**src/rtl/me_search_if.sv**
```systemverilog
// Control/result bundle between the motion-estimation search sequencer and its datapath.
// Optional ME_EARLY_TERM_EN adds the early-termination threshold.
interface me_search_if #(
  parameter int SAD_BIT_WIDTH = 14,
  parameter int COL_AW        = 5
);
  logic                     start_i;
  logic                     busy_o;
  logic                     cur_load_o;
  logic                     fifo_flush_o;
  logic                     ref_rd_en_o;
  logic [COL_AW-1:0]        ref_col_addr_o;
  logic [SAD_BIT_WIDTH-1:0] msad_i;
  logic [3:0]               msad_index_i;
  logic [SAD_BIT_WIDTH-1:0] best_sad_o;
  logic [COL_AW-1:0]        best_mv_x_o;
  logic [3:0]               best_mv_y_o;
  logic                     done_o;
`ifdef ME_EARLY_TERM_EN
  logic [SAD_BIT_WIDTH-1:0] early_thr_i;
`endif

  // The sequencer drives control and results; the datapath/environment drives the rest.
  modport master (
    input  start_i, msad_i, msad_index_i,
`ifdef ME_EARLY_TERM_EN
    input  early_thr_i,
`endif
    output busy_o, cur_load_o, fifo_flush_o, ref_rd_en_o, ref_col_addr_o,
    output best_sad_o, best_mv_x_o, best_mv_y_o, done_o
  );

  modport slave (
    output start_i, msad_i, msad_index_i,
`ifdef ME_EARLY_TERM_EN
    output early_thr_i,
`endif
    input  busy_o, cur_load_o, fifo_flush_o, ref_rd_en_o, ref_col_addr_o,
    input  best_sad_o, best_mv_x_o, best_mv_y_o, done_o
  );
endinterface

```
**src/rtl/me_search_ctrl.sv**
```systemverilog
// Sequencer for one motion-estimation block search: load, flush, stream columns, track best SAD.
// Define ME_EARLY_TERM_EN to stop streaming once a batch minimum is at or below early_thr_i.
module me_search_ctrl #(
  parameter int EDGE_LEN        = 8,
  parameter int PIXELS_IN_BATCH = 16,
  parameter int SAD_BIT_WIDTH   = 14,
  parameter int NUM_COLS        = 23,
  parameter int PIPE_LAT        = 3,
  parameter int COL_AW          = 5
) (
  input  logic       clk_i,
  input  logic       rst_n_i,
  me_search_if.master bus
);

  localparam int DRAIN_W = (PIPE_LAT > 1) ? $clog2(PIPE_LAT) : 1;
  localparam logic [COL_AW-1:0]  FIRST_BATCH_COL = COL_AW'(EDGE_LEN - 1);
  localparam logic [COL_AW-1:0]  LAST_COL        = COL_AW'(NUM_COLS - 1);
  localparam logic [DRAIN_W-1:0] LAST_DRAIN      = DRAIN_W'(PIPE_LAT - 1);

  typedef enum logic [2:0] {
    S_IDLE,
    S_LOAD,
    S_STREAM,
    S_DRAIN,
    S_DONE
  } state_t;

  state_t             state;
  logic [DRAIN_W-1:0] drain_cnt;
  logic [PIPE_LAT-1:0] tap_vld;
  logic [COL_AW-1:0]  tap_k [PIPE_LAT];

  logic              launch;
  logic [COL_AW-1:0] launch_k;
  logic              tap_hit;
  logic              better;
  logic              early_stop;

  // A column completes a batch once the array holds EDGE_LEN columns.
  assign launch   = bus.ref_rd_en_o && (bus.ref_col_addr_o >= FIRST_BATCH_COL);
  assign launch_k = bus.ref_col_addr_o - FIRST_BATCH_COL;
  assign tap_hit  = tap_vld[PIPE_LAT-1];
  // Strict compare so ties keep the earlier batch.
  assign better   = tap_hit && (bus.msad_i < bus.best_sad_o);

`ifdef ME_EARLY_TERM_EN
  assign early_stop = tap_hit && (bus.msad_i <= bus.early_thr_i);
`else
  assign early_stop = 1'b0;
`endif

  // NOTE: the batch-index pipe carries data qualified by tap_vld, so it needs no reset.
  always_ff @(posedge clk_i) begin
    tap_k[0] <= launch_k;
    for (int i = 1; i < PIPE_LAT; i++) tap_k[i] <= tap_k[i-1];
  end

  // NOTE: non-blocking assignments so every register samples its pre-edge value.
  always_ff @(posedge clk_i) begin
    if (!rst_n_i) begin
      state              <= S_IDLE;
      drain_cnt          <= '0;
      tap_vld            <= '0;
      bus.busy_o         <= 1'b0;
      bus.cur_load_o     <= 1'b0;
      bus.fifo_flush_o   <= 1'b0;
      bus.ref_rd_en_o    <= 1'b0;
      bus.ref_col_addr_o <= '0;
      bus.best_sad_o     <= '0;
      bus.best_mv_x_o    <= '0;
      bus.best_mv_y_o    <= '0;
      bus.done_o         <= 1'b0;
    end else begin
      bus.cur_load_o   <= 1'b0;
      bus.fifo_flush_o <= 1'b0;
      bus.done_o       <= 1'b0;
      tap_vld          <= PIPE_LAT'({tap_vld, launch});

      if (better) begin
        bus.best_sad_o  <= bus.msad_i;
        bus.best_mv_x_o <= tap_k[PIPE_LAT-1];
        bus.best_mv_y_o <= bus.msad_index_i;
      end

      case (state)
        S_IDLE: begin
          if (bus.start_i) begin
            state            <= S_LOAD;
            bus.busy_o       <= 1'b1;
            bus.cur_load_o   <= 1'b1;
            bus.fifo_flush_o <= 1'b1;
            bus.best_sad_o   <= '1;
            bus.best_mv_x_o  <= '0;
            bus.best_mv_y_o  <= '0;
            tap_vld          <= '0;
          end
        end
        S_LOAD: begin
          state              <= S_STREAM;
          bus.ref_rd_en_o    <= 1'b1;
          bus.ref_col_addr_o <= '0;
        end
        S_STREAM: begin
          if (bus.ref_col_addr_o == LAST_COL || early_stop) begin
            state              <= S_DRAIN;
            bus.ref_rd_en_o    <= 1'b0;
            bus.ref_col_addr_o <= '0;
            drain_cnt          <= '0;
          end else begin
            bus.ref_col_addr_o <= bus.ref_col_addr_o + 1'b1;
          end
        end
        S_DRAIN: begin
          if (drain_cnt == LAST_DRAIN) begin
            state      <= S_DONE;
            bus.done_o <= 1'b1;
          end else begin
            drain_cnt <= drain_cnt + 1'b1;
          end
        end
        S_DONE: begin
          state      <= S_IDLE;
          bus.busy_o <= 1'b0;
        end
        default: state <= S_IDLE;
      endcase
    end
  end

endmodule
```
**src/flat_wrapper.sv**
```systemverilog
// flat-port wrapper written by rule: the top's interface ports become plain ports
module me_search_ctrl_flat 
#(
  parameter int EDGE_LEN        = 8,
  parameter int PIXELS_IN_BATCH = 16,
  parameter int SAD_BIT_WIDTH   = 14,
  parameter int NUM_COLS        = 23,
  parameter int PIPE_LAT        = 3,
  parameter int COL_AW          = 5
)
  (clk_i, rst_n_i, bus_start_i, bus_msad_i, bus_msad_index_i, bus_busy_o, bus_cur_load_o, bus_fifo_flush_o, bus_ref_rd_en_o, bus_ref_col_addr_o, bus_best_sad_o, bus_best_mv_x_o, bus_best_mv_y_o, bus_done_o);
  me_search_if #(.SAD_BIT_WIDTH(SAD_BIT_WIDTH), .COL_AW(COL_AW)) bus_i ();
  input  logic clk_i;
  input  logic rst_n_i;
  input wire logic [$bits(bus_i.start_i)-1:0] bus_start_i;
  input wire logic [$bits(bus_i.msad_i)-1:0] bus_msad_i;
  input wire logic [$bits(bus_i.msad_index_i)-1:0] bus_msad_index_i;
  output wire logic [$bits(bus_i.busy_o)-1:0] bus_busy_o;
  output wire logic [$bits(bus_i.cur_load_o)-1:0] bus_cur_load_o;
  output wire logic [$bits(bus_i.fifo_flush_o)-1:0] bus_fifo_flush_o;
  output wire logic [$bits(bus_i.ref_rd_en_o)-1:0] bus_ref_rd_en_o;
  output wire logic [$bits(bus_i.ref_col_addr_o)-1:0] bus_ref_col_addr_o;
  output wire logic [$bits(bus_i.best_sad_o)-1:0] bus_best_sad_o;
  output wire logic [$bits(bus_i.best_mv_x_o)-1:0] bus_best_mv_x_o;
  output wire logic [$bits(bus_i.best_mv_y_o)-1:0] bus_best_mv_y_o;
  output wire logic [$bits(bus_i.done_o)-1:0] bus_done_o;
  assign bus_i.start_i = bus_start_i;
  assign bus_i.msad_i = bus_msad_i;
  assign bus_i.msad_index_i = bus_msad_index_i;
  assign bus_busy_o = bus_i.busy_o;
  assign bus_cur_load_o = bus_i.cur_load_o;
  assign bus_fifo_flush_o = bus_i.fifo_flush_o;
  assign bus_ref_rd_en_o = bus_i.ref_rd_en_o;
  assign bus_ref_col_addr_o = bus_i.ref_col_addr_o;
  assign bus_best_sad_o = bus_i.best_sad_o;
  assign bus_best_mv_x_o = bus_i.best_mv_x_o;
  assign bus_best_mv_y_o = bus_i.best_mv_y_o;
  assign bus_done_o = bus_i.done_o;
  me_search_ctrl #(.EDGE_LEN(EDGE_LEN), .PIXELS_IN_BATCH(PIXELS_IN_BATCH), .SAD_BIT_WIDTH(SAD_BIT_WIDTH), .NUM_COLS(NUM_COLS), .PIPE_LAT(PIPE_LAT), .COL_AW(COL_AW)) u_core (.clk_i(clk_i), .rst_n_i(rst_n_i), .bus(bus_i));
endmodule
```
**config.mk**
```make
export PLATFORM = sky130hd
export DESIGN_NAME = me_search_ctrl_flat
export DESIGN_NICKNAME = d
export VERILOG_FILES = /design/src/rtl/me_search_if.sv /design/src/rtl/me_search_ctrl.sv /design/src/flat_wrapper.sv
export SDC_FILE = /design/constraint.sdc
export NUM_CORES = 1
export LEC_CHECK = 0
export BUFFER_PORTS_ARGS = -buffer_cell sky130_fd_sc_hd__buf_4
export CAP_MARGIN = 20
export CORE_MARGIN = 2
export CORE_UTILIZATION = 33
export DETAILED_ROUTE_END_ITERATION = 10
export GPL_TIMING_DRIVEN = 0
export MAX_ROUTING_LAYER = met4
export PLACE_DENSITY_LB_ADDON = 0.12
export REMOVE_ABC_BUFFERS = 1
export SLEW_MARGIN = 5
export SYNTH_ARGS = -nofsm -noshare
export SYNTH_HDL_FRONTEND = slang
export SYNTH_SLANG_ARGS = --single-unit
export TNS_END_PERCENT = 100
```
**constraint.sdc**
```tcl
create_clock -name clk_i -period 2.9 [get_ports clk_i]
set_input_delay 0.58 -clock clk_i [delete_from_list [all_inputs] [get_ports clk_i]]
set_output_delay 0.58 -clock clk_i [all_outputs]
set_load 0.01 [all_outputs]
```
# After elaboration in Yosys (flattened, before gate mapping)
# Memories as Yosys holds them, arrays and structs flattened.
# Index checks and enable logic that the tools add are counted.
[totals]
reg_bits = 40
ramBits = 15
input_bits = 21
n_memories = 1
[mem_list]
columns = ["name", "words", "width", "read_ports", "rd_ports_with_merged_regs", "wr", "line", "text"]
rows = [
  ["u_core.tap_k", 3, 5, 3, 0, 3, "me_search_ctrl.sv:32", "logic [COL_AW-1:0] tap_k [PIPE_LAT];"],
]
[classes]
addsub = 3
n_lt_le_gt_ge = 2
n_eq_ne = 10
muxes = 26
n_reduce_logical = 12
[ops]
columns = ["cell", "n"]
rows = [
  ["14-bit two-way mux", 3],
  ["5-bit two-way mux", 4],
  ["3-bit two-way mux", 5],
  ["14-bit less-than comparator", 1],
  ["4-bit two-way mux", 3],
  ["3-bit case mux with 4 select lines", 1],
  ["5-bit case mux with 2 select lines", 1],
  ["2-bit AND reduction", 4],
  ["3-bit by 2-bit equality test with 1-bit output, second input constant", 2],
  ["3-bit AND reduction", 2],
  ["2-bit nonzero test", 3],
  ["5-bit by 1-bit adder with 5-bit output, second input constant", 1],
  ["5-bit equality test, second input constant", 1],
  ["5-bit by 3-bit >= comparator with 1-bit output, second input constant", 1],
  ["5-bit by 3-bit subtractor with 5-bit output, second input constant", 1],
  ["1-bit two-way mux", 4],
  ["2-bit two-way mux", 2],
  ["2-bit by 1-bit inequality test with 1-bit output, second input constant", 2],
  ["2-bit inequality test, second input constant", 2],
  ["1-bit case mux with 2 select lines", 2],
  ["2-bit case mux with 2 select lines", 1],
  ["3-bit by 1-bit equality test with 1-bit output, second input constant", 1],
  ["3-bit equality test, second input constant", 1],
  ["3-bit zero test", 1],
  ["3 further kinds", 4],
]

# Logic depth before layout (Yosys ltp)
[logic_depth]
depth_word = 5
depth_mapped = 8
depth_no_buf = 7

# Worst setup path before layout
# OpenSTA, ideal clock, no wires.
[synth_timing]
path_type = "input to register"
start = "input port bus_msad_i[13]"
end = "register u_core.bus.best_sad_o[10]"
setup_time_ps = 133
arrival_time_ps = 2126
t_required_ps = 2767
slack_ps = 641
cell_stages = 7
path_buffers = 1
cell_sequence = "ha_1 -> a211oi_1 -> o221ai_2 -> a211oi_2 -> buf_6 -> mux2i_1 -> a21oi_1"
[synth_via]
elab_chain_len = 5
[synth_lines]
columns = ["item", "line", "text"]
rows = [
  ["from (decl)", "flat_wrapper.sv:16", "input wire logic [$bits(bus_i.msad_i)-1:0] bus_msad_i;"],
  ["14-bit less-than comparator (*)", "me_search_ctrl.sv:45", "assign better = tap_hit && (bus.msad_i < bus.best_sad_o);"],
  ["1-bit logical AND (*)", "me_search_ctrl.sv:45", ""],
  ["14-bit two-way mux (*)", "me_search_ctrl.sv:80", "if (better) begin"],
  ["14-bit two-way mux", "me_search_ctrl.sv:88", "if (bus.start_i) begin"],
  ["14-bit two-way mux (*)", "me_search_ctrl.sv:86", "case (state)"],
  ["to (signal assigned)", "me_search_ctrl.sv:81", "bus.best_sad_o <= bus.msad_i;"],
  ["to (decl)", "me_search_if.sv:30", "output best_sad_o, best_mv_x_o, best_mv_y_o, done_o"],
]
# Every way passes the cells marked *; elsewhere a longest branch is shown, timed or not.
# A chain may end at the register's enable or synchronous reset.

# Worst setup path after layout
[layout_timing]
start = "register u_core.bus.best_sad_o[13]"
end = "register u_core.bus.best_sad_o[0]"
[layout_via]
elab_chain_len = 5
[layout_lines]
columns = ["item", "line"]
rows = [
  ["14-bit less-than comparator (*)", "me_search_ctrl.sv:45"],
  ["1-bit logical AND (*)", "me_search_ctrl.sv:45"],
  ["14-bit two-way mux (*)", "me_search_ctrl.sv:80"],
  ["14-bit two-way mux", "me_search_ctrl.sv:88"],
  ["14-bit two-way mux (*)", "me_search_ctrl.sv:86"],
]
# Marks and branches as above.

==> impl_metrics.toml <==
[timing]
holdWs_ns = 0.337
slew_violations = 0
fin_skew_ns = 0.00816
fin_crit_sh_pct = 87.6
setup-tns-final_ns = 0
slew_headroom_pct = 41.7
max_freq_mhz = 394
rsz0062_at_grt = "false"
setup_viol = 0
layout_min_cycle_time_ns = 2.54
timing_hold_violations_final = 0
worstMarginPinSlew_ns = 0.872

[critical_path]
cp_top_family = "compound AO/OA/AOI/OAI gates"
cp_cell_sequence = "inv_1, ha_1, a211oi_1, o221ai_2, a211oi_4, buf_16, mux2i_1, a21oi_1"
cp-end-kind = "register"
cp-start-kind = "register"
max_stage_delay_ns = 0.71
r2r_slack_ns = 0.36
critical_path_required_ns = 3.06
worstPathMaxFanout = 13
critPathSlowestCell = "a211oi_4"
worstSetupPathType = "reg -> reg"
crit_buf_inv = 2
cp.arrival_ns = 2.70

[placed_design]
port_buffers = 53
hpwl_um = 3040
gp_congestion = 0.794

[cells_and_area]
multiInputGateArea_mm2 = 0.00102
antennaDiodeCount = 0
drive_gt1_share_pct = 23.6
num-fill-cells = 682
final_common_cell = "dfxtp_1"
layout.nets = 316
seq_area_mm2 = 0.00110
final_cell_mix = "dfxtp_1 (55), buf_4 (53), a21oi_1 (26)"
area_growth_pct = 25.7

[pwr]
netSwitchingFraction_pct = 26.9
p_seq_share_pct = 56.0
pwr-share-comb_pct = 13.6
power_density_mw_per_mm2 = 517
p_clk_share_pct = 30.4
p_leak_nw = 1.18
p_int_w = 0.00106
ir_worst_vdd_mv = 0.179
p_sw_w = 0.000391

[outcome]
status = "finished, final reports clean"

[clock_tree]
clock_path_buffers = 2
insertion_delay_ns = 0.31
cts_made_buffers = 5
h-tree-depth = 2
clock_sinks = 55
clk_pin_slew_ns = 0.11
cts_hold_buffers = 0
cts_tree = "yes"
post_cts_buffers = 0
ctsResizeCount = 0
cts-root-buf = "clkbuf_8"

[detailed_routing]
vias = 1663
wire_per_inst_um = 11.8
viasPerCell = 4.62
drtIter0Drc = 70
wirelength_um = 4250
drtPass1Iterations = 3
antenna_left = 0
drcViolationCount = 0

[yosys]
synth.area.top_cells = "dfxtp_1 (49%), mux2i_1 (10%), ha_1 (8.9%), a21oi_1 (5.8%), nor2_1 (4.0%)"
yosysTopAreaCell = "dfxtp_1"
synth_cell_type_count = 32
synth_area_mm2 = 0.00224
synthCells = 227
syn_avg_cell_area_um2 = 9.86
synth_top_area_share_pct = 49.2
synth_warnings = 0
ys_seq_elements = 55
ys_seq_area_share_pct = 49.2

[run]
maxCapViolCount = 0

[global_routing]
grt_pass1_wl_um = 6920
grt_use_met1_pct = 15.0
grt.met2_usage_pct = 18.7
use_met3_pct = 3.14
overflow = 0
antenna_found_initial = 0
grt.busiest_layer = "met2"
grt_pass1_vias = 1516
grt_start_max_net_pins = 24
grt_util_all_layers_pct = 11.9

[floorplan]
design.core.area_mm2 = 0.00668
die_h_um = 86.3
start_util_pct = 33.5
fp-row-count = 30
io_pins = 54
die_w_um = 86.3
die_area_mm2 = 0.00745

[hold_path]
hold_class = "reg -> reg"
==> state kept, by name, summed over array words and instances (netlist names) <==
register,flops
u_core.tap_vld,3
u_core.bus.best_mv_y_o,4
u_core.tap_k,15
u_core.bus.cur_load_o,1
u_core.bus.ref_col_addr_o,5
u_core.state,3
u_core.bus.best_mv_x_o,5
u_core.bus.busy_o,1
u_core.bus.best_sad_o,14
u_core.drain_cnt,2
u_core.bus.ref_rd_en_o,1
u_core.bus.done_o,1
==> cell families after synthesis <==
kind of cell | Yosys count | share of synthesized area (%)
flops | 55 | 49.2
simple gates | 52 | 11.0
fa+ha+maj | 16 | 8.95
compound gates | 45 | 11.9
xor+xnor | 5 | 1.96
buf+inv | 29 | 5.70
mux | 25 | 11.3
==> worst register-to-register path, delay by kind of cell (launching register included) <==
kind	cells	cell delay [ns]
buffers and inverters	2	0.28
AOI/OAI and AO/OA	4	1.23
adders and majority gates	1	0.32
DFF	1	0.36
muxes	1	0.20
==> synthesized netlist by cell type <==
library cell,count
nor3b_1,2
o31ai_1,1
or3_1,2
ha_1,16
nor3_1,3
nand4_1,3
xnor2_1,1
clkbuf_1,6
nand2_1,8
nand3_1,2
and3_1,2
o21a_1,1
xor2_1,4
inv_1,20
a211oi_2,1
a22oi_1,2
nand3b_1,1
buf_6,2
o21ai_0,8
o221ai_2,1
a21oi_1,26
o21bai_1,1
nand2b_1,4
buf_4,1
o221ai_1,1
and4b_1,1
mux2_2,2
a31oi_1,1
a211oi_1,2
dfxtp_1,55
nor2_1,24
mux2i_1,23
==> final timing paths <==
| kind | start | endpoint | cells past startpoint |
|---|---|---|---|
| max | u_core.bus.best_sad_o[13] | u_core.bus.best_sad_o[0] | 8 |
| min | u_core.tap_k[0][6] | u_core.tap_k[0][11] | 0 |
| max reg2reg | u_core.bus.best_sad_o[13] | u_core.bus.best_sad_o[0] | 8 |
| min reg2reg | u_core.tap_k[0][6] | u_core.tap_k[0][11] | 0 |
==> cell type report <==
type | count | area share [%]
Sequential cell | 55 | 39.1
Tap cell | 80 | 3.56
Clock inverter | 3 | 0.934
Timing Repair Buffer | 54 | 15.1
Inverter | 20 | 2.67
Clock buffer | 5 | 2.45
Multi-Input combinational cell | 143 | 36.1
==> through the flow <==
stage | power, W | instances | cell area [um^2] | setup WS, ns | util, %
CTS | 0.00149 | 360 | 2810 | 0.289 | 42.1
detailed placement | 0.00103 | 352 | 2720 | 0.0316 | 40.7
finish | 0.00145 | 360 | 2810 | 0.361 | 42.1
global route | 0.00154 | 360 | 2810 | 0.171 | 42.1
global placement | 0.00103 | 351 | 2680 | -1.02 | 40.1
floorplan | 0.000938 | 218 | 2180 | -0.250 | -
==> per-layer routing <==
layer	part of all wire (%)	up-vias
met2	45	34
met1	49	746
met3	4.7	6
met4	1.3	0
li1	-	877
met5	0	-
==> power by group through the flow <==
stage | registers, W | logic [W] | clock network (W)
2_1_floorplan | 0.000839 | 0.0000990 | 0
3_3_place_gp | 0.000832 | 0.000198 | 0
3_5_place_dp | 0.000831 | 0.000201 | 0
4_1_cts | 0.000814 | 0.000202 | 0.000472
5_1_grt | 0.000819 | 0.000225 | 0.000492
6_report | 0.000813 | 0.000198 | 0.000443
Power figures use the tool's default switching activity.
